**config.mk**
```make
export PLATFORM = sky130hd
export DESIGN_NAME = mem_arbiter
export DESIGN_NICKNAME = d
export VERILOG_FILES = /design/src/rtl/mem_arbiter_pkg.sv /design/src/rtl/mem_arbiter_grant.sv /design/src/rtl/mem_arbiter.sv
export SDC_FILE = /design/constraint.sdc
export NUM_CORES = 1
export LEC_CHECK = 0
export ABC_AREA = 0
export BUFFER_PORTS_ARGS = -buffer_cell sky130_fd_sc_hd__buf_2
export CAP_MARGIN = 10
export CORE_AREA = 2 2 533 535
export DETAILED_ROUTE_END_ITERATION = 7
export DIE_AREA = 0 0 535 537
export PLACE_DENSITY = 0.3
export SLEW_MARGIN = 20
export SYNTH_ARGS = -nofsm -noshare
export SYNTH_HDL_FRONTEND = slang
export SYNTH_SLANG_ARGS = --single-unit
```
**constraint.sdc**
```tcl
create_clock -name clk -period 22.5 [get_ports clk]
set_input_delay 2.25 -clock clk [delete_from_list [all_inputs] [get_ports clk]]
set_output_delay 2.25 -clock clk [all_outputs]
set_load 0.05 [all_outputs]
```
**src/rtl/mem_arbiter_pkg.sv**
```systemverilog
// Shared types for the memory arbiter: FSM state and latched operation kind.
// Index widths depend on the port count and are derived inside each module.
package arbiter_types;

    typedef enum logic [1:0] {
        IDLE  = 2'd0,
        ISSUE = 2'd1,
        RESP  = 2'd2
    } arb_state_t;

    typedef enum logic {
        ARB_READ  = 1'b0,
        ARB_WRITE = 1'b1
    } arb_op_t;

endpackage

```
**src/rtl/mem_arbiter_grant.sv**
```systemverilog
// Rotating-priority request select: first requester at or after the start index, wrapping.
// Latency: purely combinational.
// Backpressure: none; the caller decides when the grant is consumed.
module arb_grant #(
    parameter int N_PORTS = 2,
    parameter int IDX_W   = 1
) (
    input  logic [N_PORTS-1:0] req,
    input  logic [IDX_W-1:0]   rr_ptr,
    input  logic               mode,
    output logic [IDX_W-1:0]   grant,
    output logic               grant_vld
);

    logic [IDX_W-1:0] start;
    int               idx;

    // Fixed priority is the rotating search anchored at index 0.
    always_comb begin
        grant     = '0;
        grant_vld = 1'b0;
        idx       = 0;
        start     = mode ? rr_ptr : '0;
        for (int i = 0; i < N_PORTS; i++) begin
            idx = int'(start) + i;
            if (idx >= N_PORTS) begin
                idx = idx - N_PORTS;
            end
            if (!grant_vld && req[idx[IDX_W-1:0]]) begin
                grant_vld = 1'b1;
                grant     = idx[IDX_W-1:0];
            end
        end
    end

endmodule

```
**src/rtl/mem_arbiter.sv**
```systemverilog
// Merges N memory requesters onto one physical port (round-robin or fixed priority).
// Latency: strobe one cycle after request, req_resp one cycle after mem_resp; 3-cycle minimum turnaround.
// Backpressure: requests are held by the clients until req_resp; one transaction in flight at a time.
module mem_arbiter
    import arbiter_types::*;
#(
    parameter int N_PORTS = 2,
    parameter int ADDR_W  = 32,
    parameter int DATA_W  = 256,
    parameter int RR_MODE = 1
) (
    input  logic                        clk,
    input  logic                        rst,
    input  logic [N_PORTS-1:0]          req_read,
    input  logic [N_PORTS-1:0]          req_write,
    input  logic [N_PORTS*ADDR_W-1:0]   req_address,
    input  logic [N_PORTS*DATA_W-1:0]   req_wdata,
    output logic [N_PORTS-1:0]          req_resp,
    output logic [DATA_W-1:0]           req_rdata,
    output logic                        mem_read,
    output logic                        mem_write,
    output logic [ADDR_W-1:0]           mem_address,
    output logic [DATA_W-1:0]           mem_wdata,
    input  logic                        mem_resp,
    input  logic [DATA_W-1:0]           mem_rdata,
    output logic                        busy
);

    localparam int IDX_W = $clog2(N_PORTS);

    arb_state_t        state_q;
    arb_op_t           op_q;
    logic [IDX_W-1:0]  gnt_q;
    logic [IDX_W-1:0]  rr_ptr_q;
    logic [ADDR_W-1:0] addr_q;
    logic [DATA_W-1:0] wdata_q;
    logic [DATA_W-1:0] rdata_q;

    logic [N_PORTS-1:0] req_any;
    logic [IDX_W-1:0]   grant;
    logic               grant_vld;
    logic [ADDR_W-1:0]  sel_addr;
    logic [DATA_W-1:0]  sel_wdata;
    logic               sel_write;
    logic [IDX_W-1:0]   rr_ptr_nxt;

    assign req_any = req_read | req_write;

    arb_grant #(
        .N_PORTS (N_PORTS),
        .IDX_W   (IDX_W)
    ) u_grant (
        .req       (req_any),
        .rr_ptr    (rr_ptr_q),
        .mode      (RR_MODE != 0),
        .grant     (grant),
        .grant_vld (grant_vld)
    );

    // Constant-base slices keep the mux shallow and lint-clean for any port count.
    always_comb begin
        sel_addr  = '0;
        sel_wdata = '0;
        sel_write = 1'b0;
        for (int i = 0; i < N_PORTS; i++) begin
            if (grant == IDX_W'(i)) begin
                sel_addr  = req_address[i*ADDR_W +: ADDR_W];
                sel_wdata = req_wdata[i*DATA_W +: DATA_W];
                sel_write = req_write[i];
            end
        end
    end

    assign rr_ptr_nxt = (grant == IDX_W'(N_PORTS - 1)) ? '0 : grant + IDX_W'(1);

    always_ff @(posedge clk or posedge rst) begin
        if (rst) begin
            state_q  <= IDLE;
            op_q     <= ARB_READ;
            gnt_q    <= '0;
            rr_ptr_q <= '0;
            addr_q   <= '0;
            wdata_q  <= '0;
            rdata_q  <= '0;
        end else begin
            case (state_q)
                IDLE: begin
                    if (grant_vld) begin
                        gnt_q   <= grant;
                        op_q    <= sel_write ? ARB_WRITE : ARB_READ;
                        addr_q  <= sel_addr;
                        wdata_q <= sel_wdata;
                        state_q <= ISSUE;
                        if (RR_MODE != 0) begin
                            rr_ptr_q <= rr_ptr_nxt;
                        end
                    end
                end
                ISSUE: begin
                    if (mem_resp) begin
                        rdata_q <= mem_rdata;
                        state_q <= RESP;
                    end
                end
                RESP: begin
                    state_q <= IDLE;
                end
                default: begin
                    state_q <= IDLE;
                end
            endcase
        end
    end

    // Everything below is decoded from reset-cleared registers, so it drops with rst.
    always_comb begin
        req_resp = '0;
        for (int i = 0; i < N_PORTS; i++) begin
            req_resp[i] = (state_q == RESP) && (gnt_q == IDX_W'(i));
        end
    end

    assign req_rdata   = rdata_q;
    assign mem_read    = (state_q == ISSUE) && (op_q == ARB_READ);
    assign mem_write   = (state_q == ISSUE) && (op_q == ARB_WRITE);
    assign mem_address = addr_q;
    assign mem_wdata   = wdata_q;
    assign busy        = (state_q != IDLE);

endmodule

```
* After elaboration in Yosys (flattened, before gate mapping)
Index checks and enable logic that the tools add are counted.
** Cells by class
- $add $sub $neg :: 4
- Magnitude comparators :: 4
- Equality and inequality tests :: 4
- Mux-type cells :: 18
- Bitwise logic cells :: 3
- Reduce and logical (&&, ||, !) cells :: 11
** Operators with widths (number)
- 256-bit 2-to-1 mux :: 1
- 32-bit 2-to-1 mux :: 1
- 1-bit 2-to-1 mux :: 13
- 2-bit AND reduction :: 3
- 1-bit logical AND :: 5
- 1-bit by 2-bit less-than comparator with 1-bit output, second input constant :: 2
- 2-bit 2-to-1 mux :: 2
- 2-bit inequality test, second input constant :: 2
- 2-bit case mux with 2 select lines :: 1
- 1-bit by 1-bit adder with 2-bit output, second input constant :: 1
- 2-bit by 1-bit equality test with 1-bit output, second input constant :: 1
- 2-bit equality test, second input constant :: 1
- 1-bit by 2-bit >= comparator with 1-bit output, second input constant :: 1
- 2-bit >= comparator, second input constant :: 1
- 2-bit zero test :: 1
- 1-bit inverter :: 2
- 2-bit OR :: 1
- 2-bit nonzero test :: 1
- 1-bit subtractor, second input constant :: 2
- 1-bit adder, second input constant :: 1
- 1-bit zero test :: 1
** Word-level totals
- Flip-flop bits (word level) :: 549
- Input port bits :: 839
- Output and inout port bits :: 549
- Word-level logic and storage cells :: 51

* Logic depth before layout (Yosys ltp)
- Depth in word-level cells :: 10
- Gate-level depth with buffers :: 6
- Depth with buffers taken out :: 4

* Cells and area by module
A second synthesis with hierarchy kept.
** Second synthesis, totals
- Cell total of the unflattened synthesis :: 1495
- Area total of the unflattened synthesis :: 24633.6 sq um
** By module, submodules not included
- mem_arbiter :: times used 1, cells an instance 1492, area an instance 24616.1 sq um, seq. area each 13738.2 sq um
- arb_grant :: times used 1, cells an instance 3, area an instance 17.5 sq um, seq. area each 0.0 sq um

* Least setup slack after synthesis
Ideal clock, no wire load.
- Path kind :: reg-to-output
- From :: register state_q[0]
- To :: output req_resp[0]
- Arrival :: 1.576 ns
- Required time :: 20.250 ns
- Setup slack :: 18.674 ns
- Stages on the path, launching flop included :: 2
- Buffers on the path :: 0
- Cell sequence :: dfrtp_1 > nor3b_1
** On the way
- Longest elaborated chain between the ends :: 2
** Ends and longest elaborated chain
- start: declaration :: RTL line mem_arbiter.sv:31 : arb_state_t state_q;
- start signal: assignment :: RTL line mem_arbiter.sv:78 : state_q <= IDLE;
- start signal: assignment :: RTL line mem_arbiter.sv:93 : state_q <= ISSUE;
- start signal: assignment :: RTL line mem_arbiter.sv:102 : state_q <= RESP;
- 2-bit equality test :: RTL line mem_arbiter.sv:119 : req_resp[i] = (state_q == RESP) && (gnt_q == IDX_W'(i));
- 1-bit logical AND :: RTL line mem_arbiter.sv:119
- end: declaration :: RTL line mem_arbiter.sv:18 : output logic [N_PORTS-1:0] req_resp,
Every way passes these cells.

* Worst setup path in the final report
- From :: input req_write[0]
- To :: register wdata_q[93], in the netlist mem_wdata[93]
** On the way
- Longest elaborated chain between the ends :: 8
- Elaborated cells between the ends (all ways) :: 13
- Classes of those cells :: mux (9); bitwise (1); reduce/logical (3)
** Ends and longest elaborated chain
- start: declaration :: RTL line mem_arbiter.sv:15 : input logic [N_PORTS-1:0] req_write,
- 2-bit OR * :: RTL line mem_arbiter.sv:47 : assign req_any = req_read | req_write;
- 1-bit 2-to-1 mux (not written as such) (2 in series) :: RTL line mem_arbiter_grant.sv:29 : if (!grant_vld && req[idx[IDX_W-1:0]]) begin
- 1-bit 2-to-1 mux :: RTL line mem_arbiter_grant.sv:29
- 1-bit zero test :: RTL line mem_arbiter_grant.sv:29
- 1-bit logical AND :: RTL line mem_arbiter_grant.sv:29
- 1-bit 2-to-1 mux :: RTL line mem_arbiter_grant.sv:29
- 256-bit 2-to-1 mux or 2-bit AND reduction (tied branches)
- end signal: assignment :: RTL line mem_arbiter.sv:92 : wdata_q <= sel_wdata;
- end: declaration :: RTL line mem_arbiter.sv:36 : logic [DATA_W-1:0] wdata_q;
Mark *: on every way between the ends. The rest lies on a longest branch, timed or not. The select of a mux whose other input is x is not followed.
A chain may end at the register's enable or synchronous reset.

==> run metrics <==
status=finished, final reports clean; CTS tree=built; via count=22700; CP Capture Type=register; Residual DRC=0; CTS Sinks=549; die height=537 µm; DP HPWL=146000 µm; Setup Skew=0.0493 ns; setup_tns=0 ns; slew margin rel.=0.161; Worst EP arrival=7.38 ns; CP Data Required Time=23.16 ns; TritonCTS buffer count=82; Avg Inst Size Synth=12.5 µm²; sequential share of the synthesized area=0.583; Routability Congestion=0.861; initial DRC count=1352; crit path launch type=input pin; CTS Hold Buffers Added=0; Clk Latency, worst-skew pair=0.77 ns; Yosys cell types=24; worst hold-check slack=0.479 ns; Via density=3.22; Synth Instances=1878; Reg clk slew, reported paths=0.06 ns; Fmax=149 MHz; mux cell area share after synthesis=0.122; # rows=195; die area=0.287 mm²; fraction of layout cells with a size suffix above 1=0.545; Yosys top cell by area=dfrtp_1; post-synthesis xor/xnor area fraction=0; initial antenna violation count=177; min cycle time layout=6.73 ns; min-delay worst type=register to register; I/O Pins=1388; clock tree buffer depth=4; vias in the first global route=23400; Core ar.=0.281 mm²; port buffer count=1387; Total GRT Usage=0.117; complex-gate fraction of the synthesized area=0.125; Post-CTS Setup Repair Bufs=0; Wirelength per Cell=25.1 µm; Max H-tree Level=3; Cell Area, Placed=0.0345 mm²; largest net degree at the start of global routing=89; adder and majority gate portion of the synthesized area=0; ANT nets after route=0; worst slew pin tran=1.25 ns; final hold viol count=0; design area=0.0373 mm²; Ys Warns=0; total power=6.93 mW; RSZ-0062 raised after global routing=no; VDD IR-drop max=0.0826 mV; register bit count reported by yosys=549; Crit Path Max Fanout=71; First-pass DRT Iterations=5; Max Slew Vio Count=0; final setup vio count=0; Syn Nets=2717; static leakage=17.4 nW; initial core utilization=0.0837; synth-to-layout area growth=58.5%; Final nets=4037; CP Class=input pin to register; Clock Tree Root=clkbuf_16; largest cells by area after synthesis=dfrtp_1 (58%), a221o_1 (12%), mux2_2 (10%); total grt overflow=0; largest family of logic cells by synthesized area=compound AO/OA/AOI/OAI gates; Yosys top cell area share=0.583; PwrDens=186 mW/mm²; first-pass GRT wire length=227000 µm; CTS resizes=0; post-synthesis simple-gate area fraction=0.0793; mapped cell area=0.0236 mm²; Final Cycle Share=0.299; Routed WL=177000 µm; Max-cap violations=0; die width=535 µm
-- state kept, by name, summed over array words and instances (netlist names) --
name / cells
mem_wdata: 256
rr_ptr_q: 1
op_q: 1
req_rdata: 256
mem_address: 32
state_q: 2
gnt_q: 1
-- final timing paths --
check | start | slack (ns) | cells after the start | end
min in group asynchronous | rst | 1.59 | 2 | req_rdata[136]$_DFFE_PP0P_
worst min register to register | req_rdata[161]$_DFFE_PP0P_ | 0.48 | 1 | req_rdata[161]$_DFFE_PP0P_
worst min-delay path | req_rdata[161]$_DFFE_PP0P_ | 0.48 | 1 | req_rdata[161]$_DFFE_PP0P_
worst max register to register | state_q[1]$_DFFE_PP0P_ | 17.23 | 7 | mem_wdata[93]$_DFFE_PP0P_
worst max-delay path | req_write[0] | 15.77 | 8 | mem_wdata[93]$_DFFE_PP0P_
max in group asynchronous | rst | 17.74 | 6 | mem_wdata[49]$_DFFE_PP0P_
-- critical path, stage by stage --
cell and delay [ns]:
buf_2 0.14, nor2_4 0.66, o221a_4 0.89, buf_4 0.78
buf_4 0.62, buf_4 0.60, buf_4 0.82, a221o_1 0.29
-- stage by stage --
step,util,std cells,worst slack (ns)
floorplan,-,1878,4.90
global placement,0.123,6857,15.01
detailed placement,0.123,6857,15.05
CTS,0.132,6998,15.89
global route,0.132,7024,15.58
finish,0.133,7062,15.77
-- per-layer routing --
metal | vias to the layer above | wire [µm] | GRT usage
met5 | - | 754 | 0
met4 | 118 | 4600 | 0.0337
met3 | 364 | 24600 | 0.0730
met2 | 1287 | 87500 | 0.204
met1 | 11200 | 59700 | 0.115
li1 | 9775 | - | -
-- cells by family after synthesis --
logic type,after synthesis
and+or+nand+nor,299
buffers and inverters,479
DFF,549
AOI/OAI and AO/OA,295
muxes,256
-- layout make-up --
cell class                      count  area [µm²]
Inverter                          290        1100
Sequential cell                   549       13700
Clock buffer                      115        2350
Clock inverter                     26         335
Timing Repair Buffer             1425        7230
Tap cell                         3743        4680
Multi-Input combinational cell    850        7740
Fill cell                       32200      244000
Antenna cell                       64         160
-- cell usage after synthesis --
cell	n
a21o_1	1
nor3b_1	2
nor2_1	3
buf_4	1
mux2_2	216
clkbuf_1	57
inv_1	290
nor4_1	288
buf_1	18
and2_1	2
buf_2	86
dfrtp_1	549
nand2b_1	1
mux2_1	40
buf_6	27
and3b_1	1
o21a_1	1
o21ai_0	1
nor2b_1	1
o41ai_2	1
a2bb2oi_1	1
nor2_2	1
o221a_2	1
a221o_1	289
-- power by group --
group	internal, mW	leakage, nW	total [mW]	switching [mW]
clock network	0.786	1.32	1.32	0.537
logic	0.953	9.49	3.82	2.87
registers	1.49	6.62	1.79	0.296
total	3.23	17.4	6.93	3.70
-- cell usage in the layout (no fill, tap or decap), drive strengths merged --
master	count
o221a	1
o21ai	1
nand2b	1
nor2	4
nor3b	2
a2bb2oi	1
a21o	1
o21a	1
a221o	289
clkinv	18
nor2b	1
inv	292
clkbuf	115
and3b	1
mux2	256
diode	64
o41ai	1
clkinvlp	1
dfrtp	549
and2	2
nor4	288
bufinv	5
buf	1425
No activity file was read; power rests on OpenSTA's default activity.
